`src/rtl/forwarding_unit_if.sv`:
```
`default_nettype none
// ============================================================================
// Module   : forwarding_unit_if
// Brief    : Operand-bypass bundle between EX-stage hazard logic and the
//            forwarding selector: register indices and write enables in,
//            mux selects and event counters out.
// Revision : 1.0 - initial release
// ============================================================================
interface forwarding_unit_if #(
    parameter int CNT_W = 32
);
    logic [4:0]       rs1_ex;
    logic [4:0]       rs2_ex;
    logic [4:0]       rd_me;
    logic             RUWr_me;
    logic [4:0]       rd_wb;
    logic             RUWr_wb;
    logic             cnt_clr;
    logic [1:0]       FUASrc;
    logic [1:0]       FUBSrc;
    logic [CNT_W-1:0] fwd_me_cnt;
    logic [CNT_W-1:0] fwd_wb_cnt;

    modport master (
        output rs1_ex, rs2_ex, rd_me, RUWr_me, rd_wb, RUWr_wb, cnt_clr,
        input  FUASrc, FUBSrc, fwd_me_cnt, fwd_wb_cnt
    );

    modport slave (
        input  rs1_ex, rs2_ex, rd_me, RUWr_me, rd_wb, RUWr_wb, cnt_clr,
        output FUASrc, FUBSrc, fwd_me_cnt, fwd_wb_cnt
    );
endinterface
`default_nettype wire

```
`src/rtl/forwarding_unit.sv`:
```
`default_nettype none
// ============================================================================
// Module   : forwarding_unit
// Brief    : EX-stage ALU operand bypass selector with saturating counters
//            of MEM- and WB-sourced forwarding events.
// Revision : 1.0 - initial release
// ============================================================================
module forwarding_unit #(
    parameter int CNT_W = 32
) (
    input  wire logic         clk,
    input  wire logic         rst,
    forwarding_unit_if.slave  fu
);
    localparam logic [1:0] c_SEL_RF = 2'b00;
    localparam logic [1:0] c_SEL_ME = 2'b01;
    localparam logic [1:0] c_SEL_WB = 2'b10;

    // MEM is checked first: it holds the younger result; x0 is never bypassed.
    function automatic logic [1:0] fwd_sel(
        input logic [4:0] rs,
        input logic [4:0] rd_me,
        input logic       we_me,
        input logic [4:0] rd_wb,
        input logic       we_wb
    );
        logic [1:0] sel;
        sel = c_SEL_RF;
        if (we_me && (rd_me != 5'd0) && (rd_me == rs)) begin
            sel = c_SEL_ME;
        end else if (we_wb && (rd_wb != 5'd0) && (rd_wb == rs)) begin
            sel = c_SEL_WB;
        end
        return sel;
    endfunction

    logic [1:0]       w_a_sel;
    logic [1:0]       w_b_sel;
    logic [1:0]       w_me_inc;
    logic [1:0]       w_wb_inc;
    logic [CNT_W:0]   w_me_sum;
    logic [CNT_W:0]   w_wb_sum;
    logic [CNT_W-1:0] w_me_next;
    logic [CNT_W-1:0] w_wb_next;
    logic [CNT_W-1:0] r_me_cnt;
    logic [CNT_W-1:0] r_wb_cnt;

    always_comb begin
        w_a_sel = fwd_sel(fu.rs1_ex, fu.rd_me, fu.RUWr_me, fu.rd_wb, fu.RUWr_wb);
        w_b_sel = fwd_sel(fu.rs2_ex, fu.rd_me, fu.RUWr_me, fu.rd_wb, fu.RUWr_wb);
    end

    assign w_me_inc = {1'b0, (w_a_sel == c_SEL_ME)} + {1'b0, (w_b_sel == c_SEL_ME)};
    assign w_wb_inc = {1'b0, (w_a_sel == c_SEL_WB)} + {1'b0, (w_b_sel == c_SEL_WB)};

    // One extra sum bit catches overflow so the counters clamp instead of wrapping.
    assign w_me_sum  = {1'b0, r_me_cnt} + {{(CNT_W-1){1'b0}}, w_me_inc};
    assign w_wb_sum  = {1'b0, r_wb_cnt} + {{(CNT_W-1){1'b0}}, w_wb_inc};
    assign w_me_next = w_me_sum[CNT_W] ? {CNT_W{1'b1}} : w_me_sum[CNT_W-1:0];
    assign w_wb_next = w_wb_sum[CNT_W] ? {CNT_W{1'b1}} : w_wb_sum[CNT_W-1:0];

    always_ff @(posedge clk) begin
        if (rst || fu.cnt_clr) begin
            r_me_cnt <= '0;
            r_wb_cnt <= '0;
        end else begin
            r_me_cnt <= w_me_next;
            r_wb_cnt <= w_wb_next;
        end
    end

    assign fu.FUASrc     = w_a_sel;
    assign fu.FUBSrc     = w_b_sel;
    assign fu.fwd_me_cnt = r_me_cnt;
    assign fu.fwd_wb_cnt = r_wb_cnt;
endmodule
`default_nettype wire

```
`src/flat_wrapper.sv`:
```
// flat-port wrapper written by rule: the top's interface ports become plain ports
module forwarding_unit_flat 
#(
    parameter int CNT_W = 32
)
  (clk, rst, fu_rs1_ex, fu_rs2_ex, fu_rd_me, fu_RUWr_me, fu_rd_wb, fu_RUWr_wb, fu_cnt_clr, fu_FUASrc, fu_FUBSrc, fu_fwd_me_cnt, fu_fwd_wb_cnt);
  forwarding_unit_if #(.CNT_W(CNT_W)) fu_i ();
  input  wire logic clk;
  input  wire logic rst;
  input wire logic [$bits(fu_i.rs1_ex)-1:0] fu_rs1_ex;
  input wire logic [$bits(fu_i.rs2_ex)-1:0] fu_rs2_ex;
  input wire logic [$bits(fu_i.rd_me)-1:0] fu_rd_me;
  input wire logic [$bits(fu_i.RUWr_me)-1:0] fu_RUWr_me;
  input wire logic [$bits(fu_i.rd_wb)-1:0] fu_rd_wb;
  input wire logic [$bits(fu_i.RUWr_wb)-1:0] fu_RUWr_wb;
  input wire logic [$bits(fu_i.cnt_clr)-1:0] fu_cnt_clr;
  output wire logic [$bits(fu_i.FUASrc)-1:0] fu_FUASrc;
  output wire logic [$bits(fu_i.FUBSrc)-1:0] fu_FUBSrc;
  output wire logic [$bits(fu_i.fwd_me_cnt)-1:0] fu_fwd_me_cnt;
  output wire logic [$bits(fu_i.fwd_wb_cnt)-1:0] fu_fwd_wb_cnt;
  assign fu_i.rs1_ex = fu_rs1_ex;
  assign fu_i.rs2_ex = fu_rs2_ex;
  assign fu_i.rd_me = fu_rd_me;
  assign fu_i.RUWr_me = fu_RUWr_me;
  assign fu_i.rd_wb = fu_rd_wb;
  assign fu_i.RUWr_wb = fu_RUWr_wb;
  assign fu_i.cnt_clr = fu_cnt_clr;
  assign fu_FUASrc = fu_i.FUASrc;
  assign fu_FUBSrc = fu_i.FUBSrc;
  assign fu_fwd_me_cnt = fu_i.fwd_me_cnt;
  assign fu_fwd_wb_cnt = fu_i.fwd_wb_cnt;
  forwarding_unit #(.CNT_W(CNT_W)) u_core (.clk(clk), .rst(rst), .fu(fu_i));
endmodule
```
`config.mk`:
```
export PLATFORM = sky130hd
export DESIGN_NAME = forwarding_unit_flat
export DESIGN_NICKNAME = d
export VERILOG_FILES = /design/src/rtl/forwarding_unit_if.sv /design/src/rtl/forwarding_unit.sv /design/src/flat_wrapper.sv
export SDC_FILE = /design/constraint.sdc
export NUM_CORES = 1
export LEC_CHECK = 0
export CAP_MARGIN = 20
export CORE_UTILIZATION = 45
export DETAILED_ROUTE_END_ITERATION = 8
export PLACE_DENSITY_LB_ADDON = 0.15
export SKIP_CTS_REPAIR_TIMING = 1
export SYNTH_ARGS = -nofsm -noshare
export SYNTH_HDL_FRONTEND = slang
export SYNTH_SLANG_ARGS = --single-unit
```
`constraint.sdc`:
```
create_clock -name clk -period 6.8 [get_ports clk]
set_input_delay 1.7 -clock clk [delete_from_list [all_inputs] [get_ports clk]]
set_output_delay 1.7 -clock clk [all_outputs]
set_load 0.02 [all_outputs]
```
==> flow_metrics.py, run 1 <==
metrics = {
    "clock_tree": {
        "cts_tree": "yes",
        "ctsHtreeMaxLevel": 3,
        "clk_pin_slew_ns": 0.07,
        "cts_buffers": 9,
        "root_buffer": "clkbuf_8",
        "clk_path_buf_depth": 2,
        "clock_latency_ns": 0.33,
        "cts_sinks": 64,
    },
    "synthesis": {
        "synth_area_um2": 3327,
        "synth_edf_count": 0,
        "ys_ff_latch": 64,
        "syn_inst": 392,
        "synth_flop_cell": "dfxtp_1",
        "syn_avg_cell_area_um2": 8.487,
        "synth_nets": 421,
        "synth_cell_types": 43,
        "async_flop_share_pct": 0,
        "ys.warnings.count": 0,
        "ys_seq_area_share_pct": 38.51,
    },
    "grt": {
        "grt_pass1_vias": 2994,
        "grt_pass1_wl_um": 13390,
        "antenna_found_initial": 0,
        "grt_usage_pct": 21.78,
        "grt_max_degree": 65,
        "overflow": 0,
    },
    "layout": {
        "diodes": 0,
        "seqCellArea_um2": 1281,
        "finish.utilization_pct": 64.50,
        "fin_nets": 509,
        "final_common_cell": "clkdlybuf4s50_1",
        "drive_gt1_share_pct": 5.773,
        "multiInputGateArea_um2": 1918,
        "areaGrowthSynthToFinish_pct": 35.35,
        "nFillCells": 623,
        "mostFrequentLayoutCells": "clkdlybuf4s50_1, dfxtp_1, a21oi_1",
    },
    "critical_path": {
        "start_kind": "input pin",
        "required_ns": 5.10,
        "cp_top_family": "simple AND/OR/NAND/NOR gates",
        "path_buf_inv": 3,
        "slowest_delay_ns": 0.59,
        "cp.arrival_ns": 4.23,
        "cp-end-kind": "output pin",
        "worstSetupPathType": "input pin to output pin",
        "cp_cell_sequence": "clkdlybuf4s50_1 -> or4_1 -> o21ai_1 -> nor4_1 -> or4_1 -> inv_1 -> clkdlybuf4s50_1",
        "crit_slowest_cell": "clkdlybuf4s50_1",
        "worst-path-max-fanout": 3,
    },
    "pwr": {
        "powerDensity_nw_per_um2": 167.3,
        "fin_total_pwr_uw": 753.6,
        "p_leak_uw": 0.001403,
        "comb_power_share_pct": 5.5,
        "p_sw_share_pct": 22.34,
        "ir_drop_mv": 0.09709,
        "p_clk_share_pct": 44.8,
        "pwr-share-seq_pct": 49.7,
        "p_int_uw": 585.2,
        "p_switching_uw": 168.4,
    },
    "sta": {
        "rsz0062_at_grt": "no",
        "holdWs_ns": 0.5248,
        "maxSlewViolCount": 0,
        "tightest_slew_ns": 0.6736,
        "setup_slack_ns": 0.8653,
        "finClkSkew_ns": 0.01540,
        "fin_crit_ns": 5.935,
        "slew-limit-headroom_pct": 55.09,
        "setup-tns-final_ns": 0,
        "hold_viol_final": 0,
        "max_freq_mhz": 168.5,
        "setup_viol_count_final": 0,
        "period_share_pct": 87.28,
    },
    "route": {
        "routed_wirelength_um": 8088,
        "drt_first_pass_iters": 4,
        "detail-route-antenna-nets": 0,
        "drtIter0Drc": 147,
        "post_drt_wl_per_cell_um": 13.92,
        "drc_errors": 0,
        "avgViaCountPerCell": 5.473,
        "vias": 3180,
    },
    "floorplan": {
        "io_pins": 93,
        "core_um2": 6982,
        "initial_utilization_pct": 47.65,
        "dieArea_um2": 7741,
        "die_w_um": 87.99,
        "die-height_um": 87.99,
        "num_rows": 30,
    },
    "place": {
        "gp_congestion": 0.8172,
        "io_buffers": 92,
        "dp_hpwl_um": 5765,
        "place_ws_ns": 0.7755,
    },
    "hold_path": {
        "hp-class": "flop to flop",
    },
    "status": {
        "status": "finished, final reports clean",
    },
    "run": {
        "cap_violations": 0,
    },
}
-- state kept, by name, indices dropped and copies added (netlist names) --
| signal | flops |
|---|---|
| u_core.fu.fwd_wb_cnt | 32 |
| u_core.fu.fwd_me_cnt | 32 |
-- through the flow --
| stage | std cells | area, µm² |
|---|---|---|
| final | 581 | 4503 |
| after global routing | 581 | 4503 |
| after CTS | 581 | 4503 |
| after detailed placement | 565 | 4297 |
| after global placement | 565 | 4297 |
| after floorplan | 392 | 3327 |
-- area by class of cell --
type / instances / share of cell area, %
Timing Repair Buffer: 93 / 20.62
Clock buffer: 11 / 3.362
Tap cell: 96 / 2.667
Clock inverter: 5 / 1.223
Sequential cell: 64 / 28.45
Inverter: 13 / 1.084
Multi-Input combinational cell: 299 / 42.60
-- power by group through the flow --
stage	Sequential (µW)	Clock, µW	Combinational (µW)
after floorplan	384	0	18.7
after global placement	383	0	41.0
after detailed placement	383	0	41.4
after CTS	375	344	41.4
after global routing	375	362	44.4
final	375	338	41.1
-- kinds of logic (layout without fill, tap and decap cells) --
family                     after synthesis  count (layout)  share of synthesized area (%)
AOI/OAI and AO/OA                       72              72                          11.92
and+or+nand+nor                        158             158                          26.66
buffers and inverters                   29             122                          3.836
xor gates and xnor gates                65              65                          17.11
DFF                                     64              64                          38.51
adders and majority gates                4               4                          1.956
-- worst register-to-register path: stages (launching register included) --
cell and delay, ns:
dfxtp_1 0.33, inv_1 0.06, fa_1 0.46, inv_1 0.08
ha_1 0.21, nand4_1 0.25, nor4_4 0.51, and2_1 0.29
nand2_2 0.34, a31oi_1 0.28
-- worst paths after layout --
path / startpoint / to / slack (ns) / cells past startpoint
worst min-delay path: u_core.fu.fwd_wb_cnt[22] / u_core.fu.fwd_wb_cnt[22] / 0.52 / 1
worst max-delay path: fu_rd_me[1] / fu_FUASrc[1] / 0.87 / 7
worst min register to register: u_core.fu.fwd_wb_cnt[22] / u_core.fu.fwd_wb_cnt[22] / 0.52 / 1
worst max register to register: u_core.fu.fwd_wb_cnt[0] / u_core.fu.fwd_wb_cnt[21] / 3.93 / 9
-- routing by layer --
metal | up-vias | part of all wire, % | wire length [µm] | global-route usage (%)
li1 | 1578 | - | - | -
met1 | 1489 | 45 | 3680 | 27.66
met2 | 105 | 48 | 3888 | 35.45
met3 | 8 | 5.5 | 448 | 5.749
met4 | 0 | 0.87 | 70 | 8.048
met5 | - | 0 | 0 | 0
-- synthesized netlist by cell type, types with 3 or more instances --
library cell,number,area [µm²]
buf_2,3,15.01
or4_1,4,30.03
and2_1,5,31.28
dfxtp_1,64,1281
inv_1,13,48.80
and3_1,9,56.30
nand2_1,35,131.4
and4_1,3,26.28
nand4_1,17,106.4
nor2_1,15,56.30
a211oi_1,6,45.04
nand3_1,19,95.09
nor4b_1,3,26.28
clkbuf_1,10,37.54
xor2_1,26,227.7
xnor2_1,39,341.6
nor4_1,10,62.56
nor3_1,20,100.1
a21oi_1,54,270.3
a31oi_1,6,37.54
Note: power is estimated with default switching activity, not from simulation.
==> run 2: changes to the inputs <==
- CAP_MARGIN: 20 -> unset
==> results of run 2 <==
Same layout as run 1: the final DEF is identical, and so are final timing and power.
